## src/rtl/instr_mem_stream_loader.sv

```systemverilog
// Run-time instruction memory loader: accepts words from a valid/ready stream and
// writes them one byte per cycle from BASE_ADDR, holding the CPU until the image is complete.
module instr_mem_stream_loader #(
  parameter int ADDR_WIDTH = 12,
  parameter int WORD_BYTES = 4,
  parameter int BASE_ADDR  = 0,
  parameter int SWAP_BYTES = 0
) (
  input  logic                    clk,
  input  logic                    rst,
  input  logic                    start,
  input  logic [ADDR_WIDTH:0]     word_count,
  input  logic                    in_valid,
  output logic                    in_ready,
  input  logic [8*WORD_BYTES-1:0] in_data,
  output logic                    mem_we,
  output logic [ADDR_WIDTH-1:0]   mem_addr,
  output logic [7:0]              mem_wdata,
  output logic                    busy,
  output logic                    done,
  output logic                    overflow,
  output logic                    cpu_hold,
  output logic [ADDR_WIDTH:0]     words_loaded
);

  localparam int LW = $clog2(WORD_BYTES + 1);
  localparam int DW = 8 * WORD_BYTES;
  localparam logic [ADDR_WIDTH+1:0] MEM_BYTES = {2'b01, {ADDR_WIDTH{1'b0}}};
  localparam logic [ADDR_WIDTH+1:0] WB_EXT    = (ADDR_WIDTH+2)'(WORD_BYTES);
  localparam logic [ADDR_WIDTH:0]   BASE_EXT  = (ADDR_WIDTH+1)'(BASE_ADDR);
  localparam logic [LW-1:0]         LAST_LANE = LW'(WORD_BYTES);

  typedef enum logic [2:0] {S_IDLE, S_ACCEPT, S_WRITE, S_DONE, S_ERROR} state_t;

  state_t                state_q, state_d;
  logic [ADDR_WIDTH:0]   count_q, count_d;
  logic [ADDR_WIDTH:0]   addr_q, addr_d;
  logic [ADDR_WIDTH:0]   words_q, words_d;
  logic [LW-1:0]         lane_q, lane_d;
  logic [DW-1:0]         data_q, data_d;
  logic                  we_q, we_d;
  logic [ADDR_WIDTH-1:0] maddr_q, maddr_d;
  logic [7:0]            wdata_q, wdata_d;

  logic [ADDR_WIDTH+1:0] next_addr;
  logic [ADDR_WIDTH:0]   words_inc;

  function automatic logic [7:0] byte_sel(input logic [DW-1:0] d, input logic [LW-1:0] lane);
    int k;
    k = (SWAP_BYTES != 0) ? (WORD_BYTES - 1 - int'(lane)) : int'(lane);
    return d[8*k +: 8];
  endfunction

  always_ff @(posedge clk or posedge rst) begin
    if (rst) begin
      state_q <= S_IDLE;
      count_q <= '0;
      addr_q  <= '0;
      words_q <= '0;
      lane_q  <= '0;
      data_q  <= '0;
      we_q    <= 1'b0;
      maddr_q <= '0;
      wdata_q <= '0;
    end else begin
      state_q <= state_d;
      count_q <= count_d;
      addr_q  <= addr_d;
      words_q <= words_d;
      lane_q  <= lane_d;
      data_q  <= data_d;
      we_q    <= we_d;
      maddr_q <= maddr_d;
      wdata_q <= wdata_d;
    end
  end

  // Byte outputs are registered one cycle ahead so lane 0 appears the cycle after the handshake
  // and address/data hold their last value once the write burst ends.
  always_comb begin
    state_d   = state_q;
    count_d   = count_q;
    addr_d    = addr_q;
    words_d   = words_q;
    lane_d    = lane_q;
    data_d    = data_q;
    we_d      = 1'b0;
    maddr_d   = maddr_q;
    wdata_d   = wdata_q;
    next_addr = {1'b0, addr_q} + WB_EXT;
    words_inc = words_q + (ADDR_WIDTH+1)'(1);

    case (state_q)
      S_IDLE, S_DONE, S_ERROR: begin
        if (start) begin
          words_d = '0;
          if (word_count == '0) begin
            state_d = S_DONE;
          end else begin
            count_d = word_count;
            addr_d  = BASE_EXT;
            state_d = S_ACCEPT;
          end
        end
      end
      S_ACCEPT: begin
        if (in_valid) begin
          data_d  = in_data;
          we_d    = 1'b1;
          maddr_d = addr_q[ADDR_WIDTH-1:0];
          wdata_d = byte_sel(in_data, '0);
          lane_d  = LW'(1);
          state_d = S_WRITE;
        end
      end
      S_WRITE: begin
        if (lane_q != LAST_LANE) begin
          we_d    = 1'b1;
          maddr_d = addr_q[ADDR_WIDTH-1:0] + ADDR_WIDTH'(lane_q);
          wdata_d = byte_sel(data_q, lane_q);
          lane_d  = lane_q + LW'(1);
        end else begin
          // Final byte is on the bus this cycle; decide where the session goes next.
          words_d = words_inc;
          addr_d  = next_addr[ADDR_WIDTH:0];
          if (words_inc == count_q) begin
            state_d = S_DONE;
          end else if (next_addr + WB_EXT > MEM_BYTES) begin
            state_d = S_ERROR;
          end else begin
            state_d = S_ACCEPT;
          end
        end
      end
      default: state_d = S_IDLE;
    endcase
  end

  assign in_ready     = (state_q == S_ACCEPT);
  assign busy         = (state_q == S_ACCEPT) || (state_q == S_WRITE);
  assign done         = (state_q == S_DONE);
  assign overflow     = (state_q == S_ERROR);
  assign cpu_hold     = (state_q != S_DONE);
  assign mem_we       = we_q;
  assign mem_addr     = maddr_q;
  assign mem_wdata    = wdata_q;
  assign words_loaded = words_q;

endmodule

```

## config.mk

```make
export PLATFORM = sky130hd
export DESIGN_NAME = instr_mem_stream_loader
export DESIGN_NICKNAME = d
export VERILOG_FILES = /design/src/rtl/instr_mem_stream_loader.sv
export SDC_FILE = /design/constraint.sdc
export NUM_CORES = 1
export LEC_CHECK = 0
export ABC_AREA = 1
export BUFFER_PORTS_ARGS = -buffer_cell sky130_fd_sc_hd__buf_2
export CAP_MARGIN = 10
export CORE_UTILIZATION = 40
export DETAILED_ROUTE_END_ITERATION = 12
export PLACE_DENSITY = 0.61
export SYNTH_ARGS = -nofsm -noshare
export SYNTH_HDL_FRONTEND = slang
export SYNTH_SLANG_ARGS = --single-unit
export TNS_END_PERCENT = 1
```

## constraint.sdc

```tcl
create_clock -name clk -period 9.9 [get_ports clk]
set_clock_uncertainty 0.1 [all_clocks]
set_input_delay 1.98 -clock clk [delete_from_list [all_inputs] [get_ports clk]]
set_output_delay 1.98 -clock clk [all_outputs]
set_load 0.01 [all_outputs]
```

Word level (Yosys, flattened, before mapping)
Cells that the tools add are included.
{"block": "totals", "reg_bits": 98, "in_bits": 49, "wordCells": 67, "output_inout_bits": 39}
{"block": "classes", "n_mux": 26, "n_shift": 1, "reduce_logical": 12, "n_eq_ne": 12, "n_bitwise": 1, "add_sub_neg": 5, "n_lt_le_gt_ge": 1}
{"operator": "$mux W13", "count": 5}
{"operator": "$pmux W13 S2", "count": 2}
{"operator": "$shiftx A32 B7 Y8", "count": 1}
{"operator": "$mux W12", "count": 2}
{"operator": "$pmux W12 S2", "count": 1}
{"operator": "$mux W3", "count": 7}
{"operator": "$mux W8", "count": 2}
{"operator": "$pmux W8 S2", "count": 1}
{"operator": "$add A13 B3 Y14 const B", "count": 1}
{"operator": "$add A14 B3 Y14 const B", "count": 1}
{"operator": "$gt A14 B13 Y1 const B", "count": 1}
{"operator": "$add A13 B1 Y13 const B", "count": 1}
{"operator": "$eq A13 B13 Y1", "count": 1}
{"operator": "$logic_not A13 Y1", "count": 1}
{"operator": "$add A12 B3 Y12", "count": 1}
{"operator": "$reduce_and A3 Y1", "count": 4}
{"operator": "$ne A2 B2 Y1 const B", "count": 5}
{"operator": "$pmux W3 S3", "count": 1}
{"operator": "$eq A3 B2 Y1 const B", "count": 2}
{"operator": "$pmux W3 S2", "count": 1}
{"operator": "$reduce_and A4 Y1", "count": 1}
{"operator": "$reduce_bool A2 Y1", "count": 2}
{"operator": "$add A3 B1 Y3 const B", "count": 1}
{"operator": "$eq A3 B1 Y1 const B", "count": 1}
{"operator": "11 further kinds", "count": 12}

Longest topological paths before layout
{"block": "logic_depth", "word_depth": 7, "mapped_depth": 16, "ltp_nobuf": 16}

Worst setup path after synthesis
OpenSTA, ideal clock, no wires.
{"block": "synth_path", "path_type": "register -> output", "startpoint": "register state_q[1]", "endpoint": "output port busy", "stages_incl_launch_ff": 4, "path_slack_ns": 6.710, "n_path_buf": 0, "required_ns": 7.820, "arrival_time_ns": 1.110, "cell_sequence": "dfrtp_1 -> nor3_1 -> inv_1 -> nand2_1"}
{"block": "synth_via", "elab_chain_cells": 2, "word_cells_on_any_way": 3, "cone_classes": "eq/ne (2); reduce/logical (1)"}
{"element": "from (decl)", "line_no": "35", "source": "state_t state_q, state_d;"}
{"element": "from (signal assigned)", "line_no": "66", "source": "state_q <= state_d;"}
{"element": "$eq A3 B1 Y1"}
{"element": "via in_ready", "line_no": "14", "source": "output logic in_ready,"}
{"element": "$logic_or A1 B1 Y1", "line_no": "140", "source": "assign busy = (state_q == S_ACCEPT) || (state_q == S_WRITE);"}
{"element": "to (decl)", "line_no": "19", "source": "output logic busy,"}
The timed path passes the listed nets, and every way through them passes these cells.

Final worst setup path
{"block": "layout_path", "startpoint": "register state_q[1]", "endpoint": "output port busy"}
{"block": "layout_via", "elab_chain_cells": 2, "word_cells_on_any_way": 3, "cone_classes": "eq/ne (2); reduce/logical (1)"}
{"element": "$eq A3 B1 Y1 / $eq A3 B2 Y1 (equally long branches)", "line_no": "140"}
{"element": "$logic_or A1 B1 Y1 (*)", "line_no": "140"}
Mark *: on every way between the ends. The rest lies on a longest branch, timed or not.

==> results.ini <==
[run_status]
status = finished, final reports clean

[yosys]
synth_warnings = 0
synth_compound_area_share_pct = 12.7
netlist_top_cells_area = dfrtp_1 (47%), nand2_1 (15%), inv_1 (5.7%)
ys_seq_area_share_pct = 46.5
syn-cell-area_um2 = 5160
avgSynthCellArea_um2 = 7.54
synth-xor-area-share_pct = 1.84
synth_flop_cell = dfrtp_1
yosysUniqueCellTypes = 39
synth_mux_area_share_pct = 0.436
synth_cells = 685
synth_nets = 740
ys_ff_latch = 96
async_flop_share_pct = 100
synth_edf_count = 0
synth_adder_area_share_pct = 1.45
synth_top_area_cell = dfrtp_1
yosys.area.top_type_share_pct = 46.5
synth_top_family_by_area = simple AND/OR/NAND/NOR gates
synthSimpleGateAreaFrac_pct = 28.9

[run]
drv_cap = 0

[cts]
cts_hold_buf = 0
clkTransAtPathRegs_ns = 0.06
clkSinkCount = 96
numCtsBuffers = 9
clockRootBuffer = clkbuf_16
cts_resized = 0
cts_max_path_buffers = 2
cts_tree = done
cts_htree_levels = 3
worstSkewPairLatency_ns = 0.35
post_cts_buffers = 0

[layout]
multi_input_area_um2 = 2340
area_growth_syn_to_layout_pct = 16.0
fillCellCount = 1303
drive_above_1_share_pct = 16.6
seqCellArea_um2 = 2400
antenna_cells = 0
fin_area_um2 = 5990
final_core_util_pct = 47.5
layout.nets = 816

[worst_setup_path]
cp.arrival_ns = 2.28
endpoint_kind = output pin
critPathLaunchType = flip-flop
worstPathRequired_ns = 7.82
critPathMaxFanout = 14
crit_type = flip-flop to output pin

[sta]
rsz0062_at_grt = no
slew_headroom_pct = 23.9
fin_tns_setup_ns = 0
drv_slew = 0
max_freq_mhz = 229
timing_hold_violations_final = 0
setup_viol = 0
worstMarginPinSlew_ns = 1.14
finalCritPeriodShare_pct = 44.0
finalCriticalPeriod_ns = 4.36

[global_routing]
grt_pass1_wl_um = 21500
antenna_found_initial = 0
grt_remaining_overflow = 0
grt_usage_pct = 21.0
grt_max_degree = 51
grt_pass1_vias = 4485

[placement]
port_buffers = 87
gp_congestion = 0.895
placed_area_um2 = 5720
hpwlAfterDp_um = 9440

[floorplan]
die_h_um = 116
dieArea_um2 = 13400
core_area_um2 = 12600
start_util_pct = 40.9
num_rows = 41
die_x_um = 116
num_io_pins = 88

[route]
drt_iter0_drc = 310
vias = 4694
first_pass_iters = 5
routed_wirelength_um = 13100
drc = 0
wl_per_cell_um = 14.0
final_antenna_net_count = 0
avgViaCountPerCell = 5.01

[hold_path]
worstHoldPathType = flip-flop to flip-flop

[power_and_ir_drop]
leakagePower_nw = 3.07
p_per_area_nw_per_um2 = 242
peakVddDrop_mv = 0.121

[path summary, 6_finish.rpt]
kind                       startpoint         end  slack (ns)  cells past startpoint
max                        state_q[1]        busy        5.54                      5
min                        data_q[18]  data_q[18]        0.37                      2
max reg2reg                 lane_q[0]   addr_q[9]        6.47                     11
min reg2reg                data_q[18]  data_q[18]        0.37                      2
max in group asynchronous         rst  count_q[3]        7.01                      3
min in group asynchronous         rst  data_q[13]        1.59                      2
[through the flow]
step | power [mW] | hold WS [ns] | std cells | setup WS [ns]
after detailed placement | 1.12 | 0.360 | 922 | 5.91
after global routing | 1.57 | 0.399 | 937 | 5.29
final | 1.45 | 0.373 | 937 | 5.54
after CTS | 1.46 | 0.378 | 937 | 5.51
after floorplan | 0.969 | 0.344 | 685 | 5.31
after global placement | 1.11 | 0.357 | 922 | 5.99
[logic make-up after synthesis]
logic type / count (synthesis)
adders and majority gates: 6
and+or+nand+nor: 347
DFF: 96
buffers and inverters: 106
muxes: 2
xor gates and xnor gates: 10
AOI/OAI and AO/OA: 118
[registers in the layout, indices dropped and copies added, names as in the netlist]
name / cells
words_loaded: 13
addr_q: 11
state_q: 3
data_q: 32
mem_wdata: 8
mem_addr: 12
count_q: 13
lane_q: 3
mem_we: 1
[power by group]
group / internal [mW] / total [mW] / switching (mW)
clock network: 0.183 / 0.331 / 0.148
registers: 0.514 / 0.609 / 0.0953
logic: 0.176 / 0.509 / 0.334
total: 0.872 / 1.45 / 0.577
[synthesized netlist by cell type (9+ instances only)]
cell type    n
nand2_1    213
nor3_1      13
nand3_1     40
dfrtp_1     96
a21oi_1     23
o22ai_1     20
o21ai_0     58
buf_2       10
clkbuf_1    11
nor2_1      51
nand4_1      9
inv_1       79
[routing by layer]
layer	wire length, µm	track usage (%)	up-vias
met5	0	0	-
met4	313	8.63	0
met3	624	5.39	24
met2	6060	31.8	126
met1	6080	28.7	2184
li1	-	-	2360
[cell type report]
| class | count | share of cell area, % |
|---|---|---|
| Sequential cell | 96 | 40.1 |
| Multi-Input combinational cell | 483 | 39.1 |
| Timing Repair Buffer | 88 | 7.39 |
| Tap cell | 172 | 3.59 |
| Clock inverter | 2 | 0.251 |
| Inverter | 83 | 5.24 |
| Clock buffer | 13 | 4.34 |
[cell usage in the layout, fill, tap and decap left out, types with 13 or more instances in the layout]
cell and instances:
nor2_1 51, nand3_1 40, inv_1 78, nand2_1 213, o22ai_1 20, dfrtp_1 96, o21ai_0 58, a21oi_1 23
buf_2 87, nor3_1 13
[critical path: stages, from the launching register on]
cell     delay [ns]
dfrtp_1        0.46
inv_2          0.06
nor3_2         0.59
inv_1          0.46
nand2_1        0.20
buf_2          0.15
Power figures use the tool's default switching activity.
